File: src/rtl/traffic_pkg.sv
// Shared phase codes, round-robin pointer values and default dwell lengths
// for the traffic phase scheduler.
package traffic_pkg;

    localparam logic [2:0] PH_MAIN_GREEN  = 3'd0;
    localparam logic [2:0] PH_MAIN_YELLOW = 3'd1;
    localparam logic [2:0] PH_ALL_RED     = 3'd2;
    localparam logic [2:0] PH_DECIDE      = 3'd3;
    localparam logic [2:0] PH_SIDE_GREEN  = 3'd4;
    localparam logic [2:0] PH_SIDE_YELLOW = 3'd5;
    localparam logic [2:0] PH_TURN_GREEN  = 3'd6;
    localparam logic [2:0] PH_TURN_YELLOW = 3'd7;

    localparam logic RR_V = 1'b0;
    localparam logic RR_Z = 1'b1;

    localparam int DEF_MAIN_GREEN_MIN = 8;
    localparam int DEF_SIDE_GREEN     = 6;
    localparam int DEF_TURN_GREEN     = 4;
    localparam int DEF_YELLOW         = 3;
    localparam int DEF_ALL_RED        = 1;
    localparam int DEF_TW             = 8;

endpackage

File: src/rtl/phase_timer.sv
// Down-counter holding the remaining ticks (minus one) of the current phase;
// a load always beats a tick, and the count parks at zero.
module phase_timer #(
    parameter int             TW        = 8,
    parameter logic [TW-1:0]  RESET_VAL = '0
) (
    input  logic          clk,
    input  logic          reset,
    input  logic          load,
    input  logic [TW-1:0] load_val,
    input  logic          tick,
    output logic [TW-1:0] count,
    output logic          expire
);

    logic [TW-1:0] count_q;
    logic [TW-1:0] count_d;

    always_comb begin
        count_d = count_q;
        if (load) begin
            count_d = load_val;
        end else if (tick && (count_q != '0)) begin
            count_d = count_q - {{(TW-1){1'b0}}, 1'b1};
        end
    end

    always_ff @(posedge clk) begin
        if (reset) begin
            count_q <= RESET_VAL;
        end else begin
            count_q <= count_d;
        end
    end

    assign count  = count_q;
    assign expire = tick && (count_q == '0);

endmodule

File: src/rtl/traffic_phase_scheduler.sv
// Phase FSM and request arbitration for a main road with a side road (V)
// and a turn lane (Z); dwell timing is delegated to phase_timer.
module traffic_phase_scheduler
    import traffic_pkg::*;
#(
    parameter int MAIN_GREEN_MIN = DEF_MAIN_GREEN_MIN,
    parameter int SIDE_GREEN     = DEF_SIDE_GREEN,
    parameter int TURN_GREEN     = DEF_TURN_GREEN,
    parameter int YELLOW         = DEF_YELLOW,
    parameter int ALL_RED        = DEF_ALL_RED,
    parameter int TW             = DEF_TW
) (
    input  logic          clk,
    input  logic          reset,
    input  logic          tick,
    input  logic          req_v,
    input  logic          req_z,
    output logic [2:0]    phase,
    output logic          phase_change,
    output logic [1:0]    pending,
    output logic [TW-1:0] ticks_left
);

    logic [2:0]    phase_q, phase_d;
    logic [1:0]    pending_q, pending_d;
    logic          rr_q, rr_d;
    logic          phase_change_q, phase_change_d;
    logic          expire;
    logic [TW-1:0] load_val;

    function automatic logic [TW-1:0] reload_for(input logic [2:0] p);
        logic [TW-1:0] r;
        case (p)
            PH_MAIN_GREEN:                                 r = TW'(MAIN_GREEN_MIN - 1);
            PH_MAIN_YELLOW, PH_SIDE_YELLOW, PH_TURN_YELLOW: r = TW'(YELLOW - 1);
            PH_ALL_RED, PH_DECIDE:                         r = TW'(ALL_RED - 1);
            PH_SIDE_GREEN:                                 r = TW'(SIDE_GREEN - 1);
            PH_TURN_GREEN:                                 r = TW'(TURN_GREEN - 1);
            default:                                       r = TW'(MAIN_GREEN_MIN - 1);
        endcase
        return r;
    endfunction

    always_comb begin
        phase_d   = phase_q;
        pending_d = pending_q;
        rr_d      = rr_q;

        // A requester's own green/yellow ignores its sensor, so a held sensor re-arms after yellow.
        if (req_v && (phase_q != PH_SIDE_GREEN) && (phase_q != PH_SIDE_YELLOW)) begin
            pending_d[0] = 1'b1;
        end
        if (req_z && (phase_q != PH_TURN_GREEN) && (phase_q != PH_TURN_YELLOW)) begin
            pending_d[1] = 1'b1;
        end

        case (phase_q)
            PH_MAIN_GREEN:  if (expire && (pending_q != 2'b00)) phase_d = PH_MAIN_YELLOW;
            PH_MAIN_YELLOW: if (expire) phase_d = PH_ALL_RED;
            PH_ALL_RED:     if (expire) phase_d = PH_DECIDE;
            PH_DECIDE: begin
                if (expire) begin
                    if (pending_q[0] && (!pending_q[1] || (rr_q == RR_V))) begin
                        phase_d = PH_SIDE_GREEN;
                    end else if (pending_q[1]) begin
                        phase_d = PH_TURN_GREEN;
                    end else begin
                        phase_d = PH_MAIN_GREEN;
                    end
                end
            end
            PH_SIDE_GREEN:  if (expire) phase_d = PH_SIDE_YELLOW;
            PH_TURN_GREEN:  if (expire) phase_d = PH_TURN_YELLOW;
            PH_SIDE_YELLOW, PH_TURN_YELLOW: if (expire) phase_d = PH_MAIN_GREEN;
            default:        phase_d = PH_MAIN_GREEN;
        endcase

        // Entering a green clears its request (beating any same-cycle set) and hands priority away.
        if ((phase_d == PH_SIDE_GREEN) && (phase_q != PH_SIDE_GREEN)) begin
            pending_d[0] = 1'b0;
            rr_d         = RR_Z;
        end
        if ((phase_d == PH_TURN_GREEN) && (phase_q != PH_TURN_GREEN)) begin
            pending_d[1] = 1'b0;
            rr_d         = RR_V;
        end

        phase_change_d = (phase_d != phase_q);
        load_val       = reload_for(phase_d);
    end

    always_ff @(posedge clk) begin
        if (reset) begin
            phase_q        <= PH_MAIN_GREEN;
            pending_q      <= 2'b00;
            rr_q           <= RR_V;
            phase_change_q <= 1'b0;
        end else begin
            phase_q        <= phase_d;
            pending_q      <= pending_d;
            rr_q           <= rr_d;
            phase_change_q <= phase_change_d;
        end
    end

    phase_timer #(
        .TW        (TW),
        .RESET_VAL (TW'(MAIN_GREEN_MIN - 1))
    ) u_timer (
        .clk      (clk),
        .reset    (reset),
        .load     (phase_change_d),
        .load_val (load_val),
        .tick     (tick),
        .count    (ticks_left),
        .expire   (expire)
    );

    assign phase        = phase_q;
    assign phase_change = phase_change_q;
    assign pending      = pending_q;

endmodule

File: config.mk
export PLATFORM = sky130hd
export DESIGN_NAME = traffic_phase_scheduler
export DESIGN_NICKNAME = d
export VERILOG_FILES = /design/src/rtl/traffic_pkg.sv /design/src/rtl/phase_timer.sv /design/src/rtl/traffic_phase_scheduler.sv
export SDC_FILE = /design/constraint.sdc
export NUM_CORES = 1
export LEC_CHECK = 0
export ABC_AREA = 1
export CAP_MARGIN = 40
export CORE_MARGIN = 3
export CORE_UTILIZATION = 30
export DETAILED_ROUTE_END_ITERATION = 12
export PLACE_DENSITY = 0.62
export SLEW_MARGIN = 20
export SYNTH_ARGS = -nofsm -noshare
export SYNTH_HDL_FRONTEND = slang
export SYNTH_SLANG_ARGS = --single-unit
File: constraint.sdc
create_clock -name clk -period 1.7 [get_ports clk]
set_input_delay 0.34 -clock clk [delete_from_list [all_inputs] [get_ports clk]]
set_output_delay 0.34 -clock clk [all_outputs]
set_load 0.1 [all_outputs]
==> impl_metrics.csv <==
group,metric,value,unit
finish,fillers,270,
setup_path,cp_max_fo,6,
synthesis,syn-cell-area,950,sq um
cts,cts_buffer_depth,2,
finish,nets,179,
routing,route.vias.total,935,
pwr,p_leak,0.000672,uW
cts,root_buffer,"clkbuf_4",
finish,drive_above_1_share,39.8,%
routing,drc,0,
global_routing,grt_pass1_vias,911,
timing,setup-violations-final,0,
setup_path,crit_path_end_kind,"flip-flop",
setup_path,cp.arrival,1730,ps
run,drv_cap,0,
synthesis,syn_area_per_cell,6.93,sq um
timing,drv_slew,0,
floorplan,io_pins,19,
setup_path,cp.required,1890,ps
global_routing,grt_max_degree,11,
routing,drtAntennaViolNets,0,
pwr,cellPowerDensity,535,nW/um^2
worst_hold_path,hp-class,"reg2reg",
pwr,ir_drop,0.317,mV
cts,clkTransAtPathRegs,90,ps
synthesis,seq_area_frac_synth,31.6,%
finish,final_area,1500,sq um
synthesis,synthCells,137,
routing,viasPerCell,4.39,
routing,avgRoutedWirePerCell,10.6,um
synthesis,ys.warnings.count,0,
timing,hold_viol,0,
routing,finalWirelength,2250,um
cts,cts_tree,"done",
synthesis,syn_nets,144,
floorplan,die-height,62.3,um
place,place_congestion,0.813,
timing,max_slew.worst_pin.slew,300,ps
timing,period_minus_slack,1540,ps
timing,rsz0062_at_grt,"false",
global_routing,grt_pass1_wl,4030,um
cts,clock_latency,280,ps
global_routing,grt.total_usage,12.7,%
synthesis,synth-seq-cells,15,
timing,fin_ws,155,ps
timing,clock.fmax,647,MHz
outcome,status,"complete, no violations",
routing,firstDrtPassIters,4,
cts,htree_levels,1,
synthesis,synth-main-ff-cell,"dfxtp_1",
synthesis,synth_cell_type_count,24,
floorplan,core,2880,sq um
place,port-buffer-count,18,
finish,syn_to_final_growth,57.8,%
floorplan,rows,19,
routing,drt_iter0_markers,73,
floorplan,die_area,3880,sq um
setup_path,start_kind,"flip-flop",
synthesis,synthArstFlopShare,0,%
finish,antenna_cells,0,
floorplan,die_w,62.3,um
place,postPlaceCellArea,1430,sq um
timing,slew_headroom,79.8,%
setup_path,critPathKind,"reg2reg",
finish,final_util,52.1,%
global_routing,grt_overflow,0,
place,pre_cts_slack,-36.4,ps
place,hpwl,1820,um
cts,cts_sinks,15,
timing,post-route-period-util,90.9,%
timing,clock_skew,2.11,ps
synthesis,synth_edf_count,0,
cts,cts_buffers,3,
global_routing,antenna_found_initial,0,
floorplan,start_util,33.0,%
-- layer usage --
| layer | part of all wire [%] | routed length (um) | GRT usage, % | vias up |
|---|---|---|---|---|
| met5 | 0 | 0 | 0 | - |
| met4 | 1.7 | 38 | 6.61 | 0 |
| met3 | 3.2 | 71 | 2.16 | 4 |
| met2 | 46 | 1030 | 18.5 | 13 |
| met1 | 50 | 1120 | 17.8 | 423 |
| li1 | - | - | - | 495 |
-- cells by family after synthesis --
family,after synthesis,share of synthesized area [%]
simple gates,74,41.6
buf+inv,27,10.7
flops,15,31.6
compound gates,13,7.90
xor+xnor,6,5.53
fa+ha+maj,2,2.63
-- cells in the mapped netlist, types with 2 or more instances --
cell	number	area share, %
inv_1	25	9.9
nor2_1	22	8.7
nand2_1	21	8.3
dfxtp_1	15	32
nand3_1	10	5.3
nand2_2	6	4.0
xor2_1	5	4.6
nand4_1	4	2.6
o21ai_0	4	2.1
a21oi_1	3	1.6
nor2_4	3	3.6
o21ai_1	3	1.6
a21oi_2	2	1.8
ha_1	2	2.6
nand3_2	2	2.1
nor2_2	2	1.3
-- registers in the layout (all words and copies together), names as in the netlist --
signal         flops
pending            2
u_timer.count      8
phase              3
rr_q               1
phase_change       1
-- area by class of cell --
cell class / instances / area [sq um] / share of cell area [%]
sequential: 15 / 322 / 21.5
multi-input combinational: 95 / 581 / 38.7
timing repair buffer: 31 / 418 / 27.9
inverter: 26 / 100 / 6.68
clock buffer: 4 / 26.3 / 1.75
tap: 42 / 52.6 / 3.51
-- worst paths after layout --
| check | start | to | slack, ps | cells past startpoint |
|---|---|---|---|---|
| max | u_timer.count[1] | pending[0] | 160 | 11 |
| max reg2reg | u_timer.count[1] | pending[0] | 160 | 11 |
| min reg2reg | rr_q | rr_q | 470 | 2 |
| min | rr_q | rr_q | 470 | 2 |
-- cell usage in the layout (no fill, tap or decap), drive strengths merged, types with 2 or more instances in the layout --
| cell type | netlist | layout |
|---|---|---|
| nor2 | 28 | 28 |
| o21ai | 7 | 7 |
| nand3 | 13 | 13 |
| inv | 26 | 26 |
| ha | 2 | 2 |
| clkbuf | 1 | 4 |
| a21oi | 5 | 5 |
| nand4 | 5 | 5 |
| nand2 | 27 | 27 |
| clkdlybuf4s50 | 0 | 4 |
| buf | 0 | 27 |
| xor2 | 5 | 5 |
| dfxtp | 15 | 15 |
-- worst max-delay path: stages (launching register included) --
cell,delay (ps)
dfxtp_4,370
inv_2,70
ha_4,130
nand2_2,80
nor2_8,150
nand3_4,90
nand2_2,80
nand2_2,80
nor2_4,150
nand4_4,120
nand2_1,70
inv_1,40
-- what timing repair did --
action                     CTS  global route
resized for setup            0             7
buffers inserted             0             1
setup endpoints to repair    0             7
hold buffers                 0             0
-- metrics by stage --
stage                     cells  setup TNS, ps  hold WS [ps]  total power (uW)
final                       213              0           470               802
after floorplan             137              0           437               515
after global routing        213              0           504               844
after CTS                   212              0           473               807
after global placement      208          -11.7           454               596
after detailed placement    208          -78.3           457               598
-- report_power, final --
group	total, uW	internal (uW)	switching, uW
sequential	380	363	17.5
combinational	218	83.6	134
clock	203	91.0	112
No activity file was read; power rests on OpenSTA's default activity.
